### config.mk
export PLATFORM = sky130hd
export DESIGN_NAME = fetch_sequencer
export DESIGN_NICKNAME = d
export VERILOG_FILES = /design/src/rtl/fetch_sequencer_pkg.sv /design/src/rtl/fetch_sequencer.sv
export SDC_FILE = /design/constraint.sdc
export NUM_CORES = 1
export LEC_CHECK = 0
export BUFFER_PORTS_ARGS = -buffer_cell sky130_fd_sc_hd__buf_4
export CAP_MARGIN = 20
export CORE_AREA = 2 2 75 77
export CTS_BUF_LIST = sky130_fd_sc_hd__clkbuf_4 sky130_fd_sc_hd__clkbuf_8
export DETAILED_ROUTE_END_ITERATION = 10
export DIE_AREA = 0 0 77 79
export HOLD_SLACK_MARGIN = 0.1
export PLACE_DENSITY = 0.87
export SYNTH_ARGS = -nofsm -noshare
export SYNTH_HDL_FRONTEND = slang
export SYNTH_SLANG_ARGS = --single-unit
### constraint.sdc
create_clock -name clock -period 2.9 [get_ports clock]
set_clock_uncertainty 0.05 [all_clocks]
set_input_delay 0.29 -clock clock [delete_from_list [all_inputs] [get_ports clock]]
set_output_delay 0.29 -clock clock [all_outputs]
set_load 0.02 [all_outputs]
### src/rtl/fetch_sequencer_pkg.sv
// Shared constants and types for the fetch/execute sequencer.
// Holds the FSM state enum, opcode/offset field positions and widths.
package fetch_sequencer_pkg;

  localparam int ADDR_W_DEF  = 12;
  localparam int INSTR_W_DEF = 23;
  localparam int DATA_W      = 24;
  localparam int REG_IDX_W   = 2;

  localparam int OPC_W  = 5;
  localparam int OPC_HI = 22;
  localparam int OPC_LO = 18;
  localparam int OFF_HI = 11;
  localparam int OFF_LO = 0;

  localparam logic [OPC_W-1:0] HALT_OP_DEF = 5'b11111;

  typedef enum logic [2:0] {
    S_IDLE,
    S_FETCH,
    S_DECODE,
    S_EXECUTE,
    S_MEM,
    S_WB,
    S_HALT
  } state_t;

endpackage

### src/rtl/fetch_sequencer.sv
// Multi-cycle instruction sequencer: fetch, decode, execute, mem, wb.
// Ports: clock/reset (sync, active-high), start; imem_req/addr/valid/data;
// instr (IR); is_mem/is_branch/alu_zero from decode/ALU; dmem_req/ack;
// alu_en/wb_en strobes; halted; pc.
module fetch_sequencer
  import fetch_sequencer_pkg::*;
#(
  parameter int               ADDR_W  = ADDR_W_DEF,
  parameter int               INSTR_W = INSTR_W_DEF,
  parameter logic [OPC_W-1:0] HALT_OP = HALT_OP_DEF
) (
  input  logic               clock,
  input  logic               reset,
  input  logic               start,
  output logic               imem_req,
  output logic [ADDR_W-1:0]  imem_addr,
  input  logic               imem_valid,
  input  logic [INSTR_W-1:0] imem_data,
  output logic [INSTR_W-1:0] instr,
  input  logic               is_mem,
  input  logic               is_branch,
  input  logic               alu_zero,
  output logic               dmem_req,
  input  logic               dmem_ack,
  output logic               alu_en,
  output logic               wb_en,
  output logic               halted,
  output logic [ADDR_W-1:0]  pc
);

  state_t state;
  state_t state_nxt;

  logic [ADDR_W-1:0]  pc_q;
  logic [ADDR_W-1:0]  pc_nxt;
  logic [INSTR_W-1:0] ir_q;
  logic [INSTR_W-1:0] ir_nxt;

  logic [ADDR_W-1:0] off_ext;
  logic [ADDR_W-1:0] pc_inc;
  logic [ADDR_W-1:0] pc_br;

  // Signed size cast sign-extends the 12-bit branch offset.
  assign off_ext = ADDR_W'($signed(ir_q[OFF_HI:OFF_LO]));
  assign pc_inc  = pc_q + ADDR_W'(1);
  assign pc_br   = pc_inc + off_ext;

  assign imem_addr = pc_q;
  assign pc        = pc_q;
  assign instr     = ir_q;

  always_ff @(posedge clock) begin
    if (reset) begin
      state <= S_IDLE;
      pc_q  <= '0;
      ir_q  <= '0;
    end else begin
      state <= state_nxt;
      pc_q  <= pc_nxt;
      ir_q  <= ir_nxt;
    end
  end

  always_comb begin
    state_nxt = state;
    pc_nxt    = pc_q;
    ir_nxt    = ir_q;
    imem_req  = 1'b0;
    alu_en    = 1'b0;
    dmem_req  = 1'b0;
    wb_en     = 1'b0;
    halted    = 1'b0;
    unique case (state)
      S_IDLE: begin
        if (start) begin
          pc_nxt    = '0;
          state_nxt = S_FETCH;
        end
      end
      S_FETCH: begin
        imem_req = 1'b1;
        if (imem_valid) begin
          ir_nxt    = imem_data;
          state_nxt = S_DECODE;
        end
      end
      S_DECODE: begin
        if (ir_q[OPC_HI:OPC_LO] == HALT_OP)
          state_nxt = S_HALT;
        else
          state_nxt = S_EXECUTE;
      end
      S_EXECUTE: begin
        alu_en = 1'b1;
        // Memory ops win over a stray branch decode.
        if (is_mem) begin
          state_nxt = S_MEM;
        end else if (is_branch) begin
          state_nxt = S_FETCH;
          pc_nxt    = alu_zero ? pc_inc : pc_br;
        end else begin
          state_nxt = S_WB;
        end
      end
      S_MEM: begin
        dmem_req = 1'b1;
        if (dmem_ack)
          state_nxt = S_WB;
      end
      S_WB: begin
        wb_en     = 1'b1;
        pc_nxt    = pc_inc;
        state_nxt = S_FETCH;
      end
      S_HALT: begin
        halted = 1'b1;
      end
      default: begin
        state_nxt = S_IDLE;
      end
    endcase
  end

endmodule

After elaboration in Yosys (flattened, before gate mapping)

Cells that the tools add are included.

Word-level logic and storage cells: 40
Flip-flop bits (word level): 38
Input bits: 31

Equal/unequal tests: 12
Bitwise logic cells: 1
Muxes and demuxes: 17
Reductions and logical operators: 5
$add $sub $neg: 2

Operators by type and width:

| operator                                                         | count |
|---|---|
| 12-bit 2-to-1 mux                                                | 4 |
| 12-bit case mux with 3 select lines                              | 1 |
| 3-bit case mux with 7 select lines                               | 1 |
| 3-bit 2-to-1 mux                                                 | 6 |
| 12-bit by 1-bit adder with 12-bit output (second input constant) | 1 |
| 12-bit adder                                                     | 1 |
| 2-bit inequality test (second input constant)                    | 5 |
| 3-bit == test (second input constant)                            | 3 |
| 4-bit AND reduction                                              | 2 |
| 3-bit by 2-bit == test with 1-bit output (second input constant) | 2 |
| 5-bit == test (second input constant)                            | 1 |
| 1-bit 2-to-1 mux                                                 | 5 |
| 3-bit by 1-bit == test with 1-bit output (second input constant) | 1 |
| 3-bit zero test                                                  | 1 |
| 3-bit nonzero test                                               | 1 |
| 2-bit AND reduction                                              | 1 |
| 1-bit inverter                                                   | 1 |

Depth between registers and ports, before layout

Gate-level depths: netlist of the first run.

Word-level depth: 6
Gate-level depth with buffers: 14
Depth with buffers taken out: 14

Least setup slack after synthesis of the first run

Ideal clock, no wire load.

Kind: reg-to-reg
From: register pc_q[0], in the netlist imem_addr[0]
To: register pc_q[11], in the netlist imem_addr[11]
Slack: -0.326 ns
Required time: 2.777 ns
Library setup time: 0.073 ns
Cell stages (with the launch flop): 15
Path buffers: 0
Arrival: 3.103 ns
Cells stage by stage: dfxtp_1 > ha_1 > and3_1 > nand3_1 > inv_1 > nand3_1 > xnor2_1 > ha_1 > a21oi_1 > o211a_1 > nor3_1 > or4b_4 > a211o_1 > nand4_1 > nor3b_2

Word-level cells in the longest chain between the ends: 6

RTL lines:

| what                                       | RTL line               | source |
|---|---|---|
| from (decl)                                | fetch_sequencer.sv:34  | `logic [ADDR_W-1:0] pc_q;` |
| from (signal assigned)                     | fetch_sequencer.sv:59  | `pc_q <= pc_nxt;` |
| 12-bit by 1-bit adder with 12-bit output * | fetch_sequencer.sv:45  | `assign pc_inc = pc_q + ADDR_W'(1);` |
| 12-bit adder                               | fetch_sequencer.sv:46  | `assign pc_br = pc_inc + off_ext;` |
| 12-bit 2-to-1 mux                          | fetch_sequencer.sv:100 | `pc_nxt = alu_zero ? pc_inc : pc_br;` |
| 12-bit 2-to-1 mux                          | fetch_sequencer.sv:98  | `end else if (is_branch) begin` |
| 12-bit 2-to-1 mux                          | fetch_sequencer.sv:96  | `if (is_mem) begin` |
| 12-bit case mux with 3 select lines *      | fetch_sequencer.sv:73  | `unique case (state)` |

Every way passes the cells marked *; elsewhere a longest branch is shown, timed or not. The select of a mux whose other input is x is not followed.
A chain may end at the register's enable or synchronous reset.

Final worst setup path of the first run

From: register pc_q[1], in the netlist imem_addr[1]
To: register pc_q[11], in the netlist imem_addr[11]

The elaborated chain is that of the path after synthesis.

==> reports/qor.tcl, run 1 <==
set qor(start_util_pct) 44.94
set qor(critical_path.slowest_cell) {sky130_fd_sc_hd__or4b_4}
set qor(worst_path_dominant_cell_family) {simple AND/OR/NAND/NOR gates}
set qor(power_switching_uw) 507.0
set qor(htree_levels) 2
set qor(grt_antenna_before_repair) 0
set qor(worst_path_largest_cell_delay_ps) 490
set qor(synth-edff-count) 0
set qor(clk_path_buf_depth) 2
set qor(maximum_number_of_pins_on_one_net_before_global_route_repair) 41
set qor(syn_area_sq_um) 2399
set qor(worst_skew_pair.late_latency_ps) 290
set qor(final_cell_mix) {sky130_fd_sc_hd__buf_4 (100), sky130_fd_sc_hd__nand2_1 (61), sky130_fd_sc_hd__dfxtp_1 (32)}
set qor(fin_cells) 464
set qor(top_flip_flop_cell_by_instance_count_after_synthesis) {sky130_fd_sc_hd__dfxtp_1}
set qor(finalHoldViolations) 0
set qor(timing_worst_setup_path_type) {flip-flop to flip-flop}
set qor(register_area_sq_um) 773.2
set qor(power.leakage_nw) 1.513
set qor(die_h_um) 79
set qor(placed_cells) 449
set qor(timing.hold.worst.class) {input pin to flip-flop}
set qor(floorplan.core_area_sq_um) 5338
set qor(hp-start) {imem_data[9]}
set qor(netlist_instances) 312
set qor(rsz0062_at_grt) {yes}
set qor(p_int_mw) 1.148
set qor(gpl.final_weighted_congestion) 0.8105
set qor(syn-mean-instance-area_sq_um) 7.688
set qor(critPathArrivalTime_ps) 3160
set qor(floorplan.die_area_sq_um) 6083
set qor(total_number_of_vias) 2530
set qor(aggregate_routed_wire_length_um) 6419
set qor(sequentialPowerShare_pct) 36.7
set qor(clkSinkCount) 38
set qor(buffer_ports.inserted) 82
set qor(cp_max_fo) 4
set qor(detail_route.wl_per_cell_um) 13.83
set qor(synth_fp_nets) 359
set qor(clock_pin_slew_worst_setup_and_hold_paths_ps) 80
set qor(layout_commonest_cell) {sky130_fd_sc_hd__buf_4}
set qor(dp_hpwl_um) 4657
set qor(drive_above_1_share_pct) 34.18
set qor(p_per_area_nw_per_um2) 500.1
set qor(finish.utilization_pct) 62.00
set qor(final.fill_count) 450
set qor(die_width_um) 77
set qor(first_global_vias) 2288
set qor(drc) 0
set qor(io_pins) 83
set qor(layout.nets) 438
set qor(footprint_of_the_multi_input_gates_sq_um) 1515
set qor(synth-seq-area-share_pct) 31.72
set qor(timing.max_slew.rel_slack_pct) 48.46
set qor(numCtsBuffers) 5
set qor(viasPerCell) 5.453
set qor(detailedRoute.firstIterationViolations) 235
set qor(synth.lib_cells_used.distinct) 53
set qor(critical_path.startpoint_type) {flip-flop}
set qor(num_antenna_cells) 0
set qor(grt_util_all_layers_pct) 20.27
set qor(clkPwrFrac_pct) 34.0
set qor(grt_first_pass_wirelength_um) 10180
set qor(irDropWorstVdd_uv) 463.8
set qor(dr.pass1.iters) 4
set qor(fin_setup_tns_ps) -90.42
set qor(overflow_left_after_global_routing) 0
set qor(p_comb_share_pct) 29.3
set qor(dpl-instance-area_sq_um) 3082
set qor(antenna_left) 0
set qor(worst_slew_pin_slew_ps) 771.2
set qor(max_freq_ghz) 0.3355
set qor(timing_max_transition_violations_final) 0
set qor(cts_hold_buf) 0
set qor(critical_path.n_buffers_inverters) 1
set qor(synth_async_sr_flop_share_pct) 0
set qor(period_minus_slack_ps) 2981
set qor(outcome) {finished, violations left}
set qor(critPathRequiredTime_ps) 3080
set qor(regToRegStartpoint) {imem_addr[1]}
set qor(max_cap_violations) 0
set qor(area_growth_syn_to_layout_pct) 37.98
set qor(setup_viol) 2
set qor(timing.critical_path.to_type) {flip-flop}
set qor(layout_worst_path_cycle_share_pct) 102.8
set qor(post-route-cell-area_sq_um) 3309
set qor(postSynthRegisterBits) 38
set qor(clock_tree.root_cell) {sky130_fd_sc_hd__clkbuf_8}
set qor(failed_checks) {negative setup slack}
set qor(crit_path_start) {imem_addr[1]}
set qor(final_critical_path_setup_slack_ps) -80.83
set qor(power_switching_share_pct) 30.64
set qor(placement_rows) 27
set qor(yosys_warnings) 0
set qor(crit_path_cell_trace) {ha_4 > and3_4 > nand3_4 > inv_2 > nand3_2 > xnor2_2 > ha_1 > a21oi_2 > o211a_1 > nor3_2 > or4b_4 > a211o_1 > nand4_1 > nor3b_2}
set qor(tritoncts) {built}
-- worst paths after layout --
kind | cells after the start | to | slack [ps]
min reg2reg | 2 | instr[17] | 410
max | 14 | imem_addr[11] | -80
max reg2reg | 14 | imem_addr[11] | -80
min | 3 | instr[9] | 190
-- Yosys cell counts (2+ instances only) --
library cell                n  area share [%]
sky130_fd_sc_hd__nor2_1    20             3.1
sky130_fd_sc_hd__nand2_1   62             9.7
sky130_fd_sc_hd__nor3b_1    2            0.63
sky130_fd_sc_hd__dfxtp_1   38              32
sky130_fd_sc_hd__nor3_1    11             2.3
sky130_fd_sc_hd__nand3b_1   2            0.63
sky130_fd_sc_hd__xnor2_1   12             4.4
sky130_fd_sc_hd__xor2_1     6             2.2
sky130_fd_sc_hd__ha_1      15             7.8
sky130_fd_sc_hd__a211oi_1   3            0.94
sky130_fd_sc_hd__buf_2      4            0.83
sky130_fd_sc_hd__clkbuf_1  10             1.6
sky130_fd_sc_hd__a22oi_1    4             1.3
sky130_fd_sc_hd__nand4_1    4             1.0
sky130_fd_sc_hd__o21ai_0    9             1.9
sky130_fd_sc_hd__and2_1     3            0.78
sky130_fd_sc_hd__a21oi_1   32             6.7
sky130_fd_sc_hd__a31oi_1    3            0.78
sky130_fd_sc_hd__inv_1      9             1.4
sky130_fd_sc_hd__o21a_1     2            0.63
sky130_fd_sc_hd__nand3_1    7             1.5
sky130_fd_sc_hd__buf_4     12             3.8
sky130_fd_sc_hd__a221oi_1   5             1.8
sky130_fd_sc_hd__and3_1     4             1.0
sky130_fd_sc_hd__a21o_1     5             1.6
-- cell type report --
cell class	instances	area share, %
Multi-Input combinational cell	236	45.78
Sequential cell	38	23.36
Clock buffer	6	2.495
Tap cell	72	2.722
Timing Repair Buffer	100	22.68
Clock inverter	2	1.815
Inverter	10	1.134
-- stage by stage --
| step | setup WS [ps] | hold slack (ps) | power, mW |
|---|---|---|---|
| final | -80.83 | 185.7 | 1.655 |
| after global routing | -258.3 | 184.4 | 1.732 |
| after CTS | 6.207 | 179.7 | 1.647 |
| after detailed placement | -33.60 | 404.3 | 1.077 |
| after global placement | 45.30 | 393.2 | 1.063 |
| after floorplan | -9.753 | 376.0 | 0.9187 |
-- power groups by stage --
| stage | combinational (mW) | sequential [mW] | clock (mW) |
|---|---|---|---|
| 2_1_floorplan | 0.265 | 0.654 | 0 |
| 3_3_place_gp | 0.446 | 0.617 | 0 |
| 3_5_place_dp | 0.458 | 0.620 | 0 |
| 4_1_cts | 0.469 | 0.607 | 0.571 |
| 5_1_grt | 0.530 | 0.615 | 0.588 |
| 6_report | 0.485 | 0.607 | 0.563 |
-- logic make-up after synthesis --
group / after synthesis / share of synthesized area [%]
AO/OA/AOI/OAI: 77 / 20.66
AND/OR/NAND/NOR: 123 / 23.42
adder cells (fa/ha/maj): 16 / 8.659
buffers and inverters: 38 / 8.085
XOR/XNOR: 18 / 6.573
multiplexers: 2 / 0.8868
flip-flops: 38 / 31.72
-- routing by layer --
layer	GRT usage (%)	part of all wire (%)	up-vias
met5	0	0	-
met4	7.500	2.8	0
met3	5.909	7.9	24
met2	32.63	46	117
met1	25.89	43	1150
li1	-	-	1239
-- timing repair --
action | in CTS | in global routing
hold endpoints to repair | 0 | 0
endpoints found under the setup margin | 1 | 2
setup buffers | 3 | 4
pin swaps | 4 | 4
gates resized for setup | 1 | 5
-- sequential cells by signal (all words and copies together), names as in the netlist --
name,cells
imem_addr,12
instr,23
state,3
-- worst reg2reg max path, stage by stage, from the launching register on --
cell and delay, ps:
sky130_fd_sc_hd__dfxtp_4 380, sky130_fd_sc_hd__ha_4 130, sky130_fd_sc_hd__and3_4 190, sky130_fd_sc_hd__nand3_4 90, sky130_fd_sc_hd__inv_2 80, sky130_fd_sc_hd__nand3_2 90, sky130_fd_sc_hd__xnor2_2 240, sky130_fd_sc_hd__ha_1 300
sky130_fd_sc_hd__a21oi_2 170, sky130_fd_sc_hd__o211a_1 170, sky130_fd_sc_hd__nor3_2 50, sky130_fd_sc_hd__or4b_4 490, sky130_fd_sc_hd__a211o_1 270, sky130_fd_sc_hd__nand4_1 80, sky130_fd_sc_hd__nor3b_2 140
Note: power is estimated with default switching activity, not from simulation.
==> run 2, diff against run 1 <==
--- a/config.mk
+++ b/config.mk
@@ -5,14 +5,15 @@
 export SDC_FILE = /design/constraint.sdc
 export NUM_CORES = 1
 export LEC_CHECK = 0
+export ABC_AREA = 1
 export BUFFER_PORTS_ARGS = -buffer_cell sky130_fd_sc_hd__buf_4
 export CAP_MARGIN = 20
-export CORE_AREA = 2 2 75 77
+export CORE_AREA = 2 2 76 78
 export CTS_BUF_LIST = sky130_fd_sc_hd__clkbuf_4 sky130_fd_sc_hd__clkbuf_8
 export DETAILED_ROUTE_END_ITERATION = 10
-export DIE_AREA = 0 0 77 79
+export DIE_AREA = 0 0 78 80
 export HOLD_SLACK_MARGIN = 0.1
-export PLACE_DENSITY = 0.87
+export PLACE_DENSITY = 0.88
 export SYNTH_ARGS = -nofsm -noshare
 export SYNTH_HDL_FRONTEND = slang
 export SYNTH_SLANG_ARGS = --single-unit
==> run 2 against run 1 <==
Net effect:
- largest cell class unchanged
- critical path depth unchanged
- highest routed layer unchanged
- first-iteration DRC count down 20%
- the flow now finishes without violations
- cell area decreased by 0.45%
==> reports/qor.tcl, run 2 <==
set qor(finalHoldViolations) 0 ;# unchanged
set qor(numCtsBuffers) 5 ;# unchanged
set qor(critPathArrivalTime_ps) 2840 ;# -320 ps
set qor(layout_worst_path_cycle_share_pct) 91.69 ;# -11 points
set qor(timing.max_slew.rel_slack_pct) 47.70 ;# -0.76 points
set qor(synth.lib_cells_used.distinct) 39 ;# -26%
set qor(dr.pass1.iters) 7 ;# +3
set qor(clock_pin_slew_worst_setup_and_hold_paths_ps) 80 ;# about the same
set qor(crit_path_cell_trace) {nand2_1 > nor2_1 > nand3_1 > xor2_1 > ha_1 > nand2_1 > inv_1 > a21oi_1 > nand3_1 > nand2_1 > nand3_1 > nand2_1 > nand3_1 > a21oi_1}
set qor(postSynthRegisterBits) 38 ;# unchanged
set qor(finish.utilization_pct) 60.95 ;# -1.1 points
set qor(clk_path_buf_depth) 2 ;# unchanged
set qor(netlist_instances) 385 ;# +23%
set qor(clock_tree.root_cell) {sky130_fd_sc_hd__clkbuf_8}
set qor(timing_worst_setup_path_type) {flip-flop to flip-flop}
set qor(drive_above_1_share_pct) 23.41 ;# -11 points
set qor(fin_setup_tns_ps) 0 ;# +90.42 ps
set qor(yosys_warnings) 0 ;# unchanged
set qor(maximum_number_of_pins_on_one_net_before_global_route_repair) 35 ;# -15%
set qor(detail_route.wl_per_cell_um) 12.87 ;# -7.0%
set qor(final.fill_count) 494 ;# +9.8%
set qor(period_minus_slack_ps) 2659 ;# -321.8 ps
set qor(final_critical_path_setup_slack_ps) 241.0 ;# +321.8 ps
set qor(antenna_left) 0 ;# unchanged
set qor(critPathRequiredTime_ps) 3080 ;# about the same
set qor(placement_rows) 27 ;# unchanged
set qor(synth-seq-area-share_pct) 29.83 ;# -1.9 points
set qor(critical_path.startpoint_type) {flip-flop}
set qor(timing.critical_path.to_type) {flip-flop}
set qor(netlist.area_leader.share_pct) 29.83 ;# -1.9 points
set qor(clkSinkCount) 38 ;# unchanged
set qor(synth_async_sr_flop_share_pct) 0 ;# unchanged
set qor(syn-mean-instance-area_sq_um) 6.623 ;# -14%
set qor(first_global_vias) 2534 ;# +11%
set qor(num_antenna_cells) 0 ;# unchanged
set qor(dpl_worst_slack_ps) 211.8 ;# +245.4 ps
set qor(dp_hpwl_um) 5340 ;# +15%
set qor(rsz0062_at_grt) {no}
set qor(synth.area.top_cells) {sky130_fd_sc_hd__dfxtp_1 (30%), sky130_fd_sc_hd__nor2_1 (9.9%), sky130_fd_sc_hd__nand2_1 (9.6%)}
set qor(placed_cells) 521 ;# +16%
set qor(largest_reg_flops) 23 ;# unchanged
set qor(synthMostInstantiatedCell) {sky130_fd_sc_hd__nor2_1}
set qor(critical_path.slowest_cell) {sky130_fd_sc_hd__dfxtp_1}
set qor(timing.hold.worst.class) {input pin to flip-flop}
set qor(gpl.final_weighted_congestion) 0.8894 ;# +9.7%
set qor(max_cap_violations) 0 ;# unchanged
set qor(drc) 0 ;# unchanged
set qor(synth-edff-count) 0 ;# unchanged
set qor(start_util_pct) 47.18 ;# +2.2 points
set qor(total_number_of_vias) 2757 ;# +9.0%
set qor(final_cell_mix) {sky130_fd_sc_hd__buf_4 (85), sky130_fd_sc_hd__nor2_1 (67), sky130_fd_sc_hd__nand2_1 (65)}
set qor(floorplan.core_area_sq_um) 5405 ;# +1.3%
set qor(power.leakage_nw) 1.615 ;# +6.7%
set qor(grt_first_pass_wirelength_um) 10960 ;# +7.7%
set qor(overflow_left_after_global_routing) 0 ;# unchanged
set qor(die_width_um) 78 ;# +1.3%
set qor(fin_cells) 529 ;# +14%
set qor(die_h_um) 80 ;# +1.3%
set qor(io_pins) 83 ;# unchanged
set qor(worst_slew_pin_slew_ps) 783.6 ;# +12.38 ps
set qor(synth_common_cells) {sky130_fd_sc_hd__nor2_1 (67), sky130_fd_sc_hd__nand2_1 (65), sky130_fd_sc_hd__o21ai_0 (47)}
set qor(tritoncts) {built}
set qor(synth_fp_nets) 432 ;# +20%
set qor(syn_area_sq_um) 2550 ;# +6.3%
set qor(setup_viol) 0 ;# -2
set qor(layout.nets) 503 ;# +15%
set qor(grt_util_all_layers_pct) 21.80 ;# +1.5 points
set qor(layout_commonest_cell) {sky130_fd_sc_hd__buf_4}
set qor(worst_path_largest_cell_delay_ps) 440 ;# -50 ps
set qor(max_freq_ghz) 0.3761 ;# +12%
set qor(htree_levels) 2 ;# unchanged
set qor(floorplan.die_area_sq_um) 6240 ;# +2.6%
set qor(cp_max_fo) 6 ;# +2
set qor(aggregate_routed_wire_length_um) 6806 ;# +6.0%
set qor(outcome) {finished, final reports clean}
set qor(viasPerCell) 5.212 ;# -4.4%
set qor(detailedRoute.firstIterationViolations) 187 ;# -20%
set qor(grt_antenna_before_repair) 0 ;# unchanged
set qor(p_per_area_nw_per_um2) 849.2 ;# +70%
set qor(worst_skew_pair.late_latency_ps) 290 ;# about the same
set qor(buffer_ports.inserted) 82 ;# unchanged
set qor(area_growth_syn_to_layout_pct) 29.20
set qor(timing_max_transition_violations_final) 0 ;# unchanged
set qor(top_flip_flop_cell_by_instance_count_after_synthesis) {sky130_fd_sc_hd__dfxtp_1}
set qor(irDropWorstVdd_uv) 459.9 ;# -0.85%
set qor(totalPowerFinal_mw) 2.797 ;# +69%
set qor(synth_largest_area_cell) {sky130_fd_sc_hd__dfxtp_1}
run 2: area by class of cell:
type                            instances  area, sq um  share of cell area [%]
Sequential cell                        38        762.0                   23.13
Inverter                               43        163.9                   4.975
Tap cell                               72        90.09                   2.735
Multi-Input combinational cell        283         1498                   45.46
Clock inverter                          2        60.06                   1.823
Clock buffer                            6        82.58                   2.507
Timing Repair Buffer                   85        638.1                   19.37
run 2: kinds of logic (layout without fill, tap and decap cells):
logic type | Yosys count | in the layout | synth area share (%)
DFF | 38 | 38 | 29.83
buffers and inverters | 64 | 136 | 11.73
and+or+nand+nor | 174 | 174 | 29.29
adders and majority gates | 16 | 16 | 8.145
xor gates and xnor gates | 8 | 8 | 2.748
AOI/OAI and AO/OA | 85 | 85 | 18.25
run 2: metal layers:
metal	share of wire [%]	up-vias	track usage [%]
met5	0	-	0
met4	1.9	0	7.895
met3	8.8	14	5.656
met2	45	114	36.29
met1	44	1232	27.18
li1	-	1397	-
run 2: repair_timing:
action / 4_1_cts / 5_1_grt
hold buffers: 0 / 0
buffers inserted: 0 / 0
setup endpoints to repair: 0 / 2
resized for setup: 0 / 3
run 2: critical path, delay by kind of cell, from the launching register on:
kind / cells / cell delay (ps)
flops: 1 / 440
simple gates: 9 / 1050
xor+xnor: 1 / 310
buf+inv: 1 / 40
fa+ha+maj: 1 / 350
compound gates: 2 / 340
run 2: final timing paths:
check	from	endpoint	slack [ps]	cells after the start
min	reset	state[2]	140	2
max reg2reg	imem_addr[5]	imem_addr[11]	240	14
min reg2reg	instr[20]	instr[20]	440	2
max	imem_addr[5]	imem_addr[11]	240	14
run 2: where the power goes:
part           leakage, nW  internal, mW  switching, mW
combinational         1.23         0.566          0.857
sequential           0.312         0.654          0.157
clock               0.0714         0.367          0.197
total                 1.62          1.59           1.21
run 2: through the flow:
step           instance area (sq um)  hold slack [ps]
2_1_floorplan                   2550            309.1
3_3_place_gp                    3143            404.6
3_5_place_dp                    3143            427.2
4_1_cts                         3286            133.0
5_1_grt                         3294            141.9
6_report                        3294            139.9
